$ cat config.mk
export PLATFORM = sky130hd
export DESIGN_NAME = mmio_sysctl
export DESIGN_NICKNAME = d
export VERILOG_FILES = /design/src/rtl/mmio_sysctl.sv
export SDC_FILE = /design/constraint.sdc
export NUM_CORES = 1
export LEC_CHECK = 0
export ABC_AREA = 1
export BUFFER_PORTS_ARGS = -buffer_cell sky130_fd_sc_hd__buf_2
export CAP_MARGIN = 20
export CORE_MARGIN = 1.5
export CORE_UTILIZATION = 40
export DETAILED_ROUTE_END_ITERATION = 16
export GPL_ROUTABILITY_DRIVEN = 0
export PLACE_DENSITY = 0.67
export SETUP_SLACK_MARGIN = 0.15
export SYNTH_ARGS = -nofsm -noshare
export SYNTH_HDL_FRONTEND = slang
export SYNTH_SLANG_ARGS = --single-unit
$ cat constraint.sdc
create_clock -name clk -period 3.2 [get_ports clk]
set_clock_uncertainty 0.2 [all_clocks]
set_input_delay 0.48 -clock clk [delete_from_list [all_inputs] [get_ports clk]]
set_output_delay 0.48 -clock clk [all_outputs]
set_load 0.02 [all_outputs]
$ cat src/rtl/mmio_sysctl.sv
// CPU memory-port splitter: a small system-control window (DONE, cycle counter, status)
// is served locally; everything else goes to RAM, guarded by an access timeout.
module mmio_sysctl #(
  parameter logic [31:0] MMIO_BASE   = 32'h0000_0010,
  parameter int          RAM_TIMEOUT = 1024,
  parameter logic [31:0] ERR_DATA    = 32'hDEAD_BEEF
) (
  input  logic        clk,
  input  logic        rst_n,
  input  logic        mem_valid,
  input  logic        mem_instr,
  input  logic [31:0] mem_addr,
  input  logic [31:0] mem_wdata,
  input  logic [3:0]  mem_wstrb,
  output logic        mem_ready,
  output logic [31:0] mem_rdata,
  output logic        ram_valid,
  output logic        ram_instr,
  output logic [31:0] ram_addr,
  output logic [31:0] ram_wdata,
  output logic [3:0]  ram_wstrb,
  input  logic        ram_ready,
  input  logic [31:0] ram_rdata,
  output logic        done,
  output logic [31:0] done_code,
  output logic [63:0] cycle_count,
  output logic        bus_timeout
);

  typedef enum logic [1:0] {IDLE, MMIO_RESP, RAM_WAIT, RAM_RESP} state_t;

  localparam int TW = $clog2(RAM_TIMEOUT);
  localparam logic [TW-1:0] TMO_LAST = TW'(RAM_TIMEOUT - 1);

  state_t        state_q, state_d;
  logic [31:0]   rdata_q, rdata_d;
  logic          ram_instr_q, ram_instr_d;
  logic [31:0]   ram_addr_q, ram_addr_d;
  logic [31:0]   ram_wdata_q, ram_wdata_d;
  logic [3:0]    ram_wstrb_q, ram_wstrb_d;
  logic [TW-1:0] tmo_q, tmo_d;
  logic          done_q, done_d;
  logic [31:0]   code_q, code_d;
  logic [63:0]   cycle_q, cycle_d;
  logic [31:0]   hi_q, hi_d;
  logic          timeout_q, timeout_d;

  logic          hit;
  logic          is_wr;
  logic [31:0]   merged;

  assign hit   = (mem_addr[31:4] == MMIO_BASE[31:4]);
  assign is_wr = |mem_wstrb;

  // DONE is byte-merged over zero, not over its previous contents.
  always_comb begin
    merged = 32'h0;
    for (int i = 0; i < 4; i++) begin
      if (mem_wstrb[i]) merged[i*8 +: 8] = mem_wdata[i*8 +: 8];
    end
  end

  always_comb begin
    state_d     = state_q;
    rdata_d     = rdata_q;
    ram_instr_d = ram_instr_q;
    ram_addr_d  = ram_addr_q;
    ram_wdata_d = ram_wdata_q;
    ram_wstrb_d = ram_wstrb_q;
    tmo_d       = tmo_q;
    done_d      = done_q;
    code_d      = code_q;
    hi_d        = hi_q;
    timeout_d   = timeout_q;
    cycle_d     = done_q ? cycle_q : cycle_q + 64'd1;

    unique case (state_q)
      IDLE: begin
        if (mem_valid && hit) begin
          state_d = MMIO_RESP;
          rdata_d = 32'h0;
          unique case (mem_addr[3:2])
            2'd0: begin
              if (is_wr) begin
                if (!done_q) begin
                  done_d = 1'b1;
                  code_d = merged;
                end
              end else begin
                rdata_d = code_q;
              end
            end
            2'd1: begin
              // Snapshot the high word so a following CYCLE_HI read pairs with this LO.
              if (!is_wr) begin
                rdata_d = cycle_q[31:0];
                hi_d    = cycle_q[63:32];
              end
            end
            2'd2: if (!is_wr) rdata_d = hi_q;
            default: if (!is_wr) rdata_d = {30'b0, timeout_q, done_q};
          endcase
        end else if (mem_valid) begin
          state_d     = RAM_WAIT;
          ram_instr_d = mem_instr;
          ram_addr_d  = mem_addr;
          ram_wdata_d = mem_wdata;
          ram_wstrb_d = mem_wstrb;
          tmo_d       = '0;
        end
      end
      MMIO_RESP: state_d = IDLE;
      RAM_WAIT: begin
        if (ram_ready) begin
          state_d = RAM_RESP;
          rdata_d = (|ram_wstrb_q) ? 32'h0 : ram_rdata;
        end else if (tmo_q == TMO_LAST) begin
          state_d   = RAM_RESP;
          rdata_d   = (|ram_wstrb_q) ? 32'h0 : ERR_DATA;
          timeout_d = 1'b1;
        end else begin
          tmo_d = tmo_q + 1'b1;
        end
      end
      default: state_d = IDLE;
    endcase
  end

  always_ff @(posedge clk or negedge rst_n) begin
    if (!rst_n) begin
      state_q     <= IDLE;
      rdata_q     <= 32'h0;
      ram_instr_q <= 1'b0;
      ram_addr_q  <= 32'h0;
      ram_wdata_q <= 32'h0;
      ram_wstrb_q <= 4'h0;
      tmo_q       <= '0;
      done_q      <= 1'b0;
      code_q      <= 32'h0;
      cycle_q     <= 64'h0;
      hi_q        <= 32'h0;
      timeout_q   <= 1'b0;
    end else begin
      state_q     <= state_d;
      rdata_q     <= rdata_d;
      ram_instr_q <= ram_instr_d;
      ram_addr_q  <= ram_addr_d;
      ram_wdata_q <= ram_wdata_d;
      ram_wstrb_q <= ram_wstrb_d;
      tmo_q       <= tmo_d;
      done_q      <= done_d;
      code_q      <= code_d;
      cycle_q     <= cycle_d;
      hi_q        <= hi_d;
      timeout_q   <= timeout_d;
    end
  end

  assign mem_ready   = (state_q == MMIO_RESP) || (state_q == RAM_RESP);
  assign mem_rdata   = rdata_q;
  assign ram_valid   = (state_q == RAM_WAIT);
  assign ram_instr   = ram_instr_q;
  assign ram_addr    = ram_addr_q;
  assign ram_wdata   = ram_wdata_q;
  assign ram_wstrb   = ram_wstrb_q;
  assign done        = done_q;
  assign done_code   = code_q;
  assign cycle_count = cycle_q;
  assign bus_timeout = timeout_q;

endmodule

==> flow_metrics.env <==
export IMPL_max_stage_delay_ns=0.53
export IMPL_crit_path_max_fanout=60
export IMPL_period_needed_ns=2.53
export IMPL_min_path_type="in2reg"
export IMPL_grt_pass1_vias=11400
export IMPL_post_cts_setup_buffers=0
export IMPL_drive_above_1_share=0.203
export IMPL_p_int_mw=6.36
export IMPL_totalWireLength_um=41300
export IMPL_synth_top_flop_cell="dfrtp_1"
export IMPL_cp_arrival_ns=2.73
export IMPL_syn_nets=1733
export IMPL_period_share=0.789
export IMPL_antenna_found_initial=0
export IMPL_initial_utilization=0.411
export IMPL_h_tree_depth=1
export IMPL_ff2ff_path_depth=9
export IMPL_die_width_um=178
export IMPL_fmax_mhz=396
export IMPL_grt_ovfl_total=0
export IMPL_tightest_slew_ns=0.717
export IMPL_clockBufferDepth=3
export IMPL_ir_drop_mv=0.479
export IMPL_cpMostUsedCell="nand2_1"
export IMPL_fin_tns_setup_ns=0
export IMPL_nets=2041
export IMPL_num_rows=63
export IMPL_cts_buffers=29
export IMPL_synth_edf_count=0
export IMPL_p_comb_frac=0.289
export IMPL_power_frac_clock=0.313
export IMPL_wire_per_inst_um=17.6
export IMPL_io_buffer_count=305
export IMPL_root_buffer="clkbuf_16"
export IMPL_dieArea_um2=31700
export IMPL_powerDensity_nw_per_um2=651
export IMPL_vias=12100
export IMPL_synthMuxAreaShare=0
export IMPL_critPathBufInv=3
export IMPL_antenna_cells=0
export IMPL_layout_common_cells="nand2_1 (656), buf_2 (304), dfrtp_1 (243)"
export IMPL_final_common_cell="nand2_1"
export IMPL_clkLatencyLatePin_ns=0.55
export IMPL_seqPwrFrac=0.398
export IMPL_drtPass1Iterations=5
export IMPL_r2r_end="cycle_count[43]"
export IMPL_yosys_warnings=0
export IMPL_coreArea_um2=29900
export IMPL_grt_util_all_layers=0.260
export IMPL_die_h_um=178
export IMPL_cts_tree="done"
export IMPL_crit_type="in2reg"
export IMPL_cts_sinks=243
export IMPL_synthesis_area_um2=12300
export IMPL_final_max_slew_viol_count=0
export IMPL_drt_iter0_drc=985
export IMPL_min_to="ram_wdata[0]"
export IMPL_hold_viol=0
export IMPL_holdCritStartpoint="mem_wdata[0]"
export IMPL_required_ns=3.40
export IMPL_cts_resized=0
export IMPL_relSlewSlack=0.519
export IMPL_reg2reg_slack_ns=0.83
export IMPL_grt_max_degree=99
export IMPL_final_cell_area_um2=15300
export IMPL_ios=306
export IMPL_setup_worst_path_start_class="primary input"
export IMPL_synth_top_family_by_area="simple AND/OR/NAND/NOR gates"
export IMPL_grt_pass1_wl_um=63200
export IMPL_cp_cell_sequence="dlygate4sd3_1 -> buf_2 -> nand2_1 -> nor2_1 -> nand2_1 -> nor2_1 -> nand2_1 -> nor2_2 -> nand2_1 -> buf_4 -> nand2_1 -> o21ai_0"
export IMPL_yosysUniqueCellTypes=35
export IMPL_avgViaCountPerCell=5.15
export IMPL_critPathCaptureType="register"
export IMPL_synthToLayoutAreaGrowth_pct=24.5
export IMPL_setup_viol=0
export IMPL_power_net_switching_mw=3.58
export IMPL_final_antenna_net_count=0
export IMPL_syn_inst=1626
export IMPL_r2r_start="cycle_count[9]"
export IMPL_drc=0
export IMPL_crit_family="simple AND/OR/NAND/NOR gates"
export IMPL_status="complete, no violations"
export IMPL_synthXorXnorAreaFrac=0.0350
export IMPL_p_leak_nw=8.40
export IMPL_cap_violations=0
export IMPL_ys_seq_area_frac=0.496
export IMPL_place_area_um2=14200
export IMPL_dp_hpwl_um=31400
export IMPL_synth_fa_ha_area_frac=0.00204
export IMPL_synth_compound_area_frac=0.0494
export IMPL_ctsHoldBuffers=23
export IMPL_path_clk_slew_ns=0.06
export IMPL_switching_share=0.360
export IMPL_synth_area_per_cell_um2=7.54
export IMPL_ys_seq_elements=243
export IMPL_yosys_area_share_simple=0.342
export IMPL_ys_async_sr_fraction=1.00
export IMPL_cpMaxStageDelayCell="dlygate4sd3_1"
export IMPL_holdPathStages=3
export IMPL_rsz0062_at_grt="no"
==> flip-flops by register name, indices dropped and copies added, names as in the netlist, 2 cells and up <==
| signal | count |
|---|---|
| ram_wstrb | 4 |
| cycle_count | 64 |
| hi_q | 32 |
| mem_rdata | 32 |
| ram_wdata | 32 |
| ram_addr | 32 |
| tmo_q | 10 |
| state_q | 2 |
| done_code | 32 |
==> layout make-up <==
type                    instances  area [µm²]
clock buffers                  44         832
clock inverters                 6        60.1
fillers                      2995       14600
inverters                     156         586
multi-input cells            1154        5260
flip-flops and latches        243        6080
well taps                     390         488
repair buffers                350        1970
==> metal layers <==
layer / track usage / vias to the layer above / share of wire
li1: - / 5750 / -
met1: 0.352 / 5760 / 0.43
met2: 0.406 / 481 / 0.45
met3: 0.0556 / 82 / 0.087
met4: 0.103 / 0 / 0.039
met5: 0 / - / 0
==> power by group through the flow <==
| stage | Combinational, mW | Sequential [mW] | Clock (mW) |
|---|---|---|---|
| floorplan | 1.14 | 4.67 | 0 |
| global placement | 2.81 | 3.97 | 0 |
| detailed placement | 2.85 | 4.00 | 0 |
| CTS | 2.88 | 3.95 | 3.16 |
| global route | 3.14 | 4.02 | 3.30 |
| finish | 2.87 | 3.95 | 3.11 |
==> worst max-delay path by stage <==
stage | startpoint | endpoint | slack, ns | cells past startpoint
2_1_floorplan | cycle_count[0] | cycle_count[54] | 1.23 | 8
3_3_place_gp | mem_addr[5] | hi_q[23] | 0.74 | 12
3_5_place_dp | mem_addr[6] | hi_q[25] | 0.67 | 12
4_1_cts | state_q[0] | ram_valid | 0.70 | 4
5_1_grt | mem_addr[4] | hi_q[24] | 0.52 | 12
6_report | mem_addr[4] | hi_q[25] | 0.67 | 12
==> metrics by stage <==
stage	setup WS (ns)	instances	hold slack (ns)	util	power, mW
floorplan	1.23	1626	-0.0156	-	5.81
CTS	0.705	2343	0.000314	0.511	9.99
detailed placement	0.666	2270	0.253	0.474	6.85
global route	0.520	2343	0.0129	0.511	10.5
finish	0.674	2343	0.0185	0.511	9.94
global placement	0.735	2270	0.249	0.474	6.79
==> cell families (layout without fill, tap and decap cells) <==
family / count (synthesis) / count (layout)
AND/OR/NAND/NOR: 992 / 992
flip-flops: 243 / 243
buffers and inverters: 229 / 556
AO/OA/AOI/OAI: 111 / 111
XOR/XNOR: 49 / 49
adder cells (fa/ha/maj): 2 / 2
==> tightest hold or removal path: cells and delay by family <==
| family | cells | cell delay, ns |
|---|---|---|
| and+or+nand+nor | 2 | 0.13 |
| buffers and inverters | 1 | 0.10 |
==> cell usage after synthesis, drive strengths merged (15+ instances only) <==
cell type    n  share of area
nor3        20         0.0095
inv        156          0.048
nand2      661           0.20
o21ai       90          0.037
nand3      134          0.056
xor2        41          0.029
o211ai      15         0.0092
dfrtp      243           0.50
buf         36          0.017
clkbuf      37          0.011
nor2       109          0.038
nand4       61          0.031
Note: power is estimated with default switching activity, not from simulation.
